$ cat src/rtl/busarb_pkg.sv
// Shared types and defaults for the two-master bus arbiter.
// No logic of its own; imported by busarb and busarb_rr.
package busarb_pkg;

  localparam int BUSARB_ADDR_W   = 17;
  localparam int BUSARB_DATA_W   = 8;
  localparam int BUSARB_READ_LAT = 1;
  localparam int BUSARB_CNT_W    = 3;

  typedef enum logic [1:0] {
    IDLE,
    ISSUE,
    WAIT,
    DONE
  } busarb_state_t;

  typedef logic mid_t;

endpackage

$ cat src/rtl/busarb_rr.sv
// Two-input round-robin picker; a tie goes to the master not granted last.
// Combinational, zero latency; a zero lock-mask bit hides that master's request.
module busarb_rr
  import busarb_pkg::*;
(
  input  logic [1:0] req,
  input  mid_t       last_gnt,
  input  logic [1:0] mask,
  output logic       gnt_valid,
  output mid_t       gnt_id
);

  logic [1:0] eff_req;

  assign eff_req = req & mask;

  always_comb begin
    gnt_valid = |eff_req;
    gnt_id    = 1'b0;
    if (eff_req == 2'b11) begin
      gnt_id = ~last_gnt;
    end else if (eff_req[1]) begin
      gnt_id = 1'b1;
    end
  end

endmodule

$ cat src/rtl/busarb.sv
// Serialises single-byte m0/m1 transactions onto busctl; BUSARB_LOCK_EN adds grant locking.
// Ack arrives 2 + READ_LAT cycles after the request is sampled; one transfer per 3 + READ_LAT cycles.
// Masters hold req until ack; requests are only sampled in IDLE.
module busarb
  import busarb_pkg::*;
#(
  parameter int ADDR_W   = BUSARB_ADDR_W,
  parameter int DATA_W   = BUSARB_DATA_W,
  parameter int READ_LAT = BUSARB_READ_LAT
) (
  input  logic              clk,
  input  logic              reset,
  input  logic              m0_req,
  input  logic              m0_we,
  input  logic [ADDR_W-1:0] m0_addr,
  input  logic [DATA_W-1:0] m0_wdata,
  input  logic              m1_req,
  input  logic              m1_we,
  input  logic [ADDR_W-1:0] m1_addr,
  input  logic [DATA_W-1:0] m1_wdata,
`ifdef BUSARB_LOCK_EN
  input  logic              m0_lock,
  input  logic              m1_lock,
`endif
  output logic              m0_ack,
  output logic              m1_ack,
  output logic [DATA_W-1:0] m0_rdata,
  output logic [DATA_W-1:0] m1_rdata,
  output logic              bus_we,
  output logic [ADDR_W-1:0] bus_addr,
  output logic [DATA_W-1:0] bus_wdata,
  input  logic [DATA_W-1:0] bus_rdata
);

  busarb_state_t           state;
  mid_t                    last_gnt;
  mid_t                    gnt_id;
  logic [BUSARB_CNT_W-1:0] cnt;
  logic [1:0]              lock_mask;
  logic                    rr_vld;
  mid_t                    rr_id;

`ifdef BUSARB_LOCK_EN
  logic lock_act;
  mid_t lock_id;

  assign lock_mask = lock_act ? (lock_id ? 2'b10 : 2'b01) : 2'b11;

  // Any IDLE cycle consumes the lock: either the holder is granted (and DONE
  // re-arms it) or the holder has gone quiet and arbitration reopens.
  always_ff @(posedge clk or negedge reset) begin
    if (!reset) begin
      lock_act <= 1'b0;
      lock_id  <= 1'b0;
    end else if (state == DONE) begin
      lock_act <= gnt_id ? m1_lock : m0_lock;
      lock_id  <= gnt_id;
    end else if (state == IDLE) begin
      lock_act <= 1'b0;
    end
  end
`else
  assign lock_mask = 2'b11;
`endif

  busarb_rr u_rr (
    .req      ({m1_req, m0_req}),
    .last_gnt (last_gnt),
    .mask     (lock_mask),
    .gnt_valid(rr_vld),
    .gnt_id   (rr_id)
  );

  always_ff @(posedge clk or negedge reset) begin
    if (!reset) begin
      state     <= IDLE;
      last_gnt  <= 1'b1;
      gnt_id    <= 1'b0;
      cnt       <= '0;
      m0_ack    <= 1'b0;
      m1_ack    <= 1'b0;
      m0_rdata  <= '0;
      m1_rdata  <= '0;
      bus_we    <= 1'b0;
      bus_addr  <= '0;
      bus_wdata <= '0;
    end else begin
      m0_ack <= 1'b0;
      m1_ack <= 1'b0;
      bus_we <= 1'b0;
      case (state)
        IDLE: begin
          if (rr_vld) begin
            gnt_id    <= rr_id;
            bus_we    <= rr_id ? m1_we    : m0_we;
            bus_addr  <= rr_id ? m1_addr  : m0_addr;
            bus_wdata <= rr_id ? m1_wdata : m0_wdata;
            state     <= ISSUE;
          end
        end
        ISSUE: begin
          cnt   <= BUSARB_CNT_W'(READ_LAT);
          state <= WAIT;
        end
        WAIT: begin
          cnt <= cnt - 1'b1;
          if (cnt <= 1) begin
            if (gnt_id) m1_rdata <= bus_rdata;
            else        m0_rdata <= bus_rdata;
            m0_ack <= ~gnt_id;
            m1_ack <= gnt_id;
            state  <= DONE;
          end
        end
        DONE: begin
          last_gnt <= gnt_id;
          state    <= IDLE;
        end
        default: state <= IDLE;
      endcase
    end
  end

endmodule

$ cat config.mk
export PLATFORM = sky130hd
export DESIGN_NAME = busarb
export DESIGN_NICKNAME = d
export VERILOG_FILES = /design/src/rtl/busarb_pkg.sv /design/src/rtl/busarb_rr.sv /design/src/rtl/busarb.sv
export SDC_FILE = /design/constraint.sdc
export NUM_CORES = 1
export LEC_CHECK = 0
export CORE_MARGIN = 2
export CORE_UTILIZATION = 46
export CTS_BUF_LIST = sky130_fd_sc_hd__clkbuf_4
export CTS_CLUSTER_SIZE = 8
export DETAILED_ROUTE_END_ITERATION = 12
export PLACE_DENSITY = 0.85
export SYNTH_ARGS = -nofsm -noshare
export SYNTH_HDL_FRONTEND = slang
export SYNTH_SLANG_ARGS = --single-unit
$ cat constraint.sdc
create_clock -name clk -period 2.49 [get_ports clk]
set_input_delay 0.3735 -clock clk [delete_from_list [all_inputs] [get_ports clk]]
set_output_delay 0.3735 -clock clk [all_outputs]
set_load 0.02 [all_outputs]
==> metrics.txt <==
status complete, but fails checks; failing checks hold timing; CTS root buf clkbuf_4; Vias/cell 5.022; post-CTS sizing 0; Synth Instances 192; dominant cell type by area after synthesis dfrtp_1; setup violators final 0; RD Place Congestion between 0.7 and 0.8; H-tree Lvls 2; # IOs around 110; layout cells sized above 1 0.08970; Synth Warn # 0; worst slew pin tran about 590 ps; Period minus WS final 1753 ps; initial antenna violation count 0; Switching Fraction 0.3970; Comb pwr share 0.563; RSZ-0062 raised after global routing false; remaining global-route overflow 0; Crit Path Class flop to flop; CTS Hold Bufs 0; sequential power share 0.351; Synth Net Count approximately 260; register area share after synthesis 0.5466; worst-path maximum fanout 9; initial core utilization 0.4852; drt first pass iters 4; Total Neg Setup Slack 0 ps; Post-DP HPWL between 4000 and 5000 µm; commonest non-fill, non-tap cell in the layout clkdlybuf4s50_1; Syn Area/Cell between 10 and 15 µm²; Leak around 0.0016 µW; ys flop type dfrtp_1; Port Buffers about 110; Vias approximately 1.8k; WL met2 2851 µm; Slew Limit Fails 0; Final nets between 300 and 400; ys async rst share 1.000; max_slew headroom 0.6047; Met3 Wirelength around 360 µm; clock-pin slew on the worst setup and hold paths between 100 and 150 ps; Post-DRT Antenna Nets 0; Setup crit end kind flop; Cell Rows 25; clock group share of total power 0.086; total CTS buffers 5; Post-CTS Setup Bufs 0; Die X-Extent 75.28 µm; post-synthesis register bit count 51; number of enable flip-flop cells after synthesis 0; diode count 0; max_cap viols 0; Hold Slack -7.308 ps; most frequent cells in the layout clkdlybuf4s50_1 (106), dfrtp_1 (50), nand2_1 (28); largest net degree at the start of global routing 48; Core ar. between 0.004 and 0.005 mm²; Top Metal Used met4; Final Hold Fails 5; Max Root-Sink Buffers 2; worst hold path type input port to asynchronous set/reset pin; Synth area leaders dfrtp_1 (54%), mux2i_1 (11%), mux2_4 (5.1%); Net Sw Power about 1700 µW; Fillers 354; Crit path arrival time between 2000 and 2500 ps; CTS sink count 51; vias in the first global route 1930; Synth-to-Final Area Change 50.54%; Clock Skews 11.16 ps; max frequency 0.5704 GHz; First DRT Iteration DRCs between 70 and 80; period utilization 0.7041; Int Pwr around 2500 µW; DRT met1 WL 2282 µm; first-pass GRT wire length roughly 9000 µm; crit start category flop; DRC violations left 0; die area between 0.005 and 0.006 mm²; PD cells around 1200 mW/mm²; Total Routed Length between 5000 and 6000 µm; gr usage total 0.2100; Die Y 75.28 µm; Cell variety after synth 33; worst vdd ir roughly 0.00054 V; Synth top area share 0.5353; Cell Area, Synth 0.002337 mm²; clk_lat worst skew 370 ps; CTS tree done; CP required roughly 2800 ps; DR WL/cell 15.23 µm
## sequential cells by signal, indices dropped and copies added (netlist names)
name / flops
m1_rdata: 8
bus_wdata: 8
m0_rdata: 8
bus_addr: 17
state: 2
bus_we: 1
cnt: 3
m0_ack: 1
gnt_id: 1
m1_ack: 1
last_gnt: 1
## power by group through the flow
stage / clock, µW / combinational (µW) / sequential [µW]
floorplan: 0 / 930 / 1890
global placement: 0 / 2310 / 1460
detailed placement: 0 / 2370 / 1490
CTS: 366 / 2380 / 1470
global route: 399 / 2570 / 1510
finish: 361 / 2360 / 1470
## Yosys cell counts (all sizes together) (3+ instances only)
cell    instances
nand2          28
clkbuf          3
inv             8
o21ai          28
mux2           17
nor2            3
ha              5
buf             7
mux2i          26
dfrtp          50
## per-layer routing
layer / GRT usage / vias to the layer above
li1: - / 886
met1: 0.2640 / 876
met2: 0.3536 / 75
met3: 0.04284 / 11
met4: 0.08577 / 0
met5: 0 / -
## cells by family (layout without fill, tap and decap cells)
logic type               Yosys count  count (layout)  share of synthesized area
flip-flops                        51              51                     0.5466
AND/OR/NAND/NOR                   37              37                    0.07655
AO/OA/AOI/OAI                     38              38                    0.09905
adder cells (fa/ha/maj)            5               5                    0.02677
multiplexers                      43              43                     0.2061
buffers and inverters             18             127                    0.04496
## area by class of cell
type,count,area (µm²),share of cell area
clock buffers,5,37.54,0.01067
well taps,67,83.83,0.02383
clock inverters,3,15.01,0.004267
inverters,8,30.03,0.008535
flip-flops and latches,51,1277,0.3631
multi-input cells,123,965.9,0.2745
repair buffers,111,1109,0.3151
## path summary, 6_finish.rpt
check                                   from      endpoint  slack, ps  cells past startpoint
worst max-delay path                state[0]   m1_rdata[0]        740                      4
worst max register to register      state[0]   m1_rdata[0]        740                      4
max in group asynchronous              reset        cnt[2]       1750                      2
worst min register to register  bus_addr[10]  bus_addr[10]        500                      2
worst min-delay path                   reset  bus_addr[11]         -7                      1
min in group clk                bus_addr[10]  bus_addr[10]        500                      2
## metrics by stage
step / area, µm² / utilization / cells / power, µW / setup slack (ps)
6_report: 3518 / 0.7304 / 368 / 4188 / 736.8
2_1_floorplan: 2337 / - / 192 / 2820 / 937.8
3_5_place_dp: 3466 / 0.7195 / 360 / 3863 / 543.4
3_3_place_gp: 3466 / 0.7195 / 360 / 3779 / 612.7
4_1_cts: 3518 / 0.7304 / 368 / 4214 / 741.2
5_1_grt: 3518 / 0.7304 / 368 / 4477 / 630.6
## worst max-delay path, stage by stage, from the launching register on
cell	delay [ps]
dfrtp_1	430
inv_1	110
ha_1	380
and4_4	420
mux2_4	320
(Power assumes the default switching activity.)
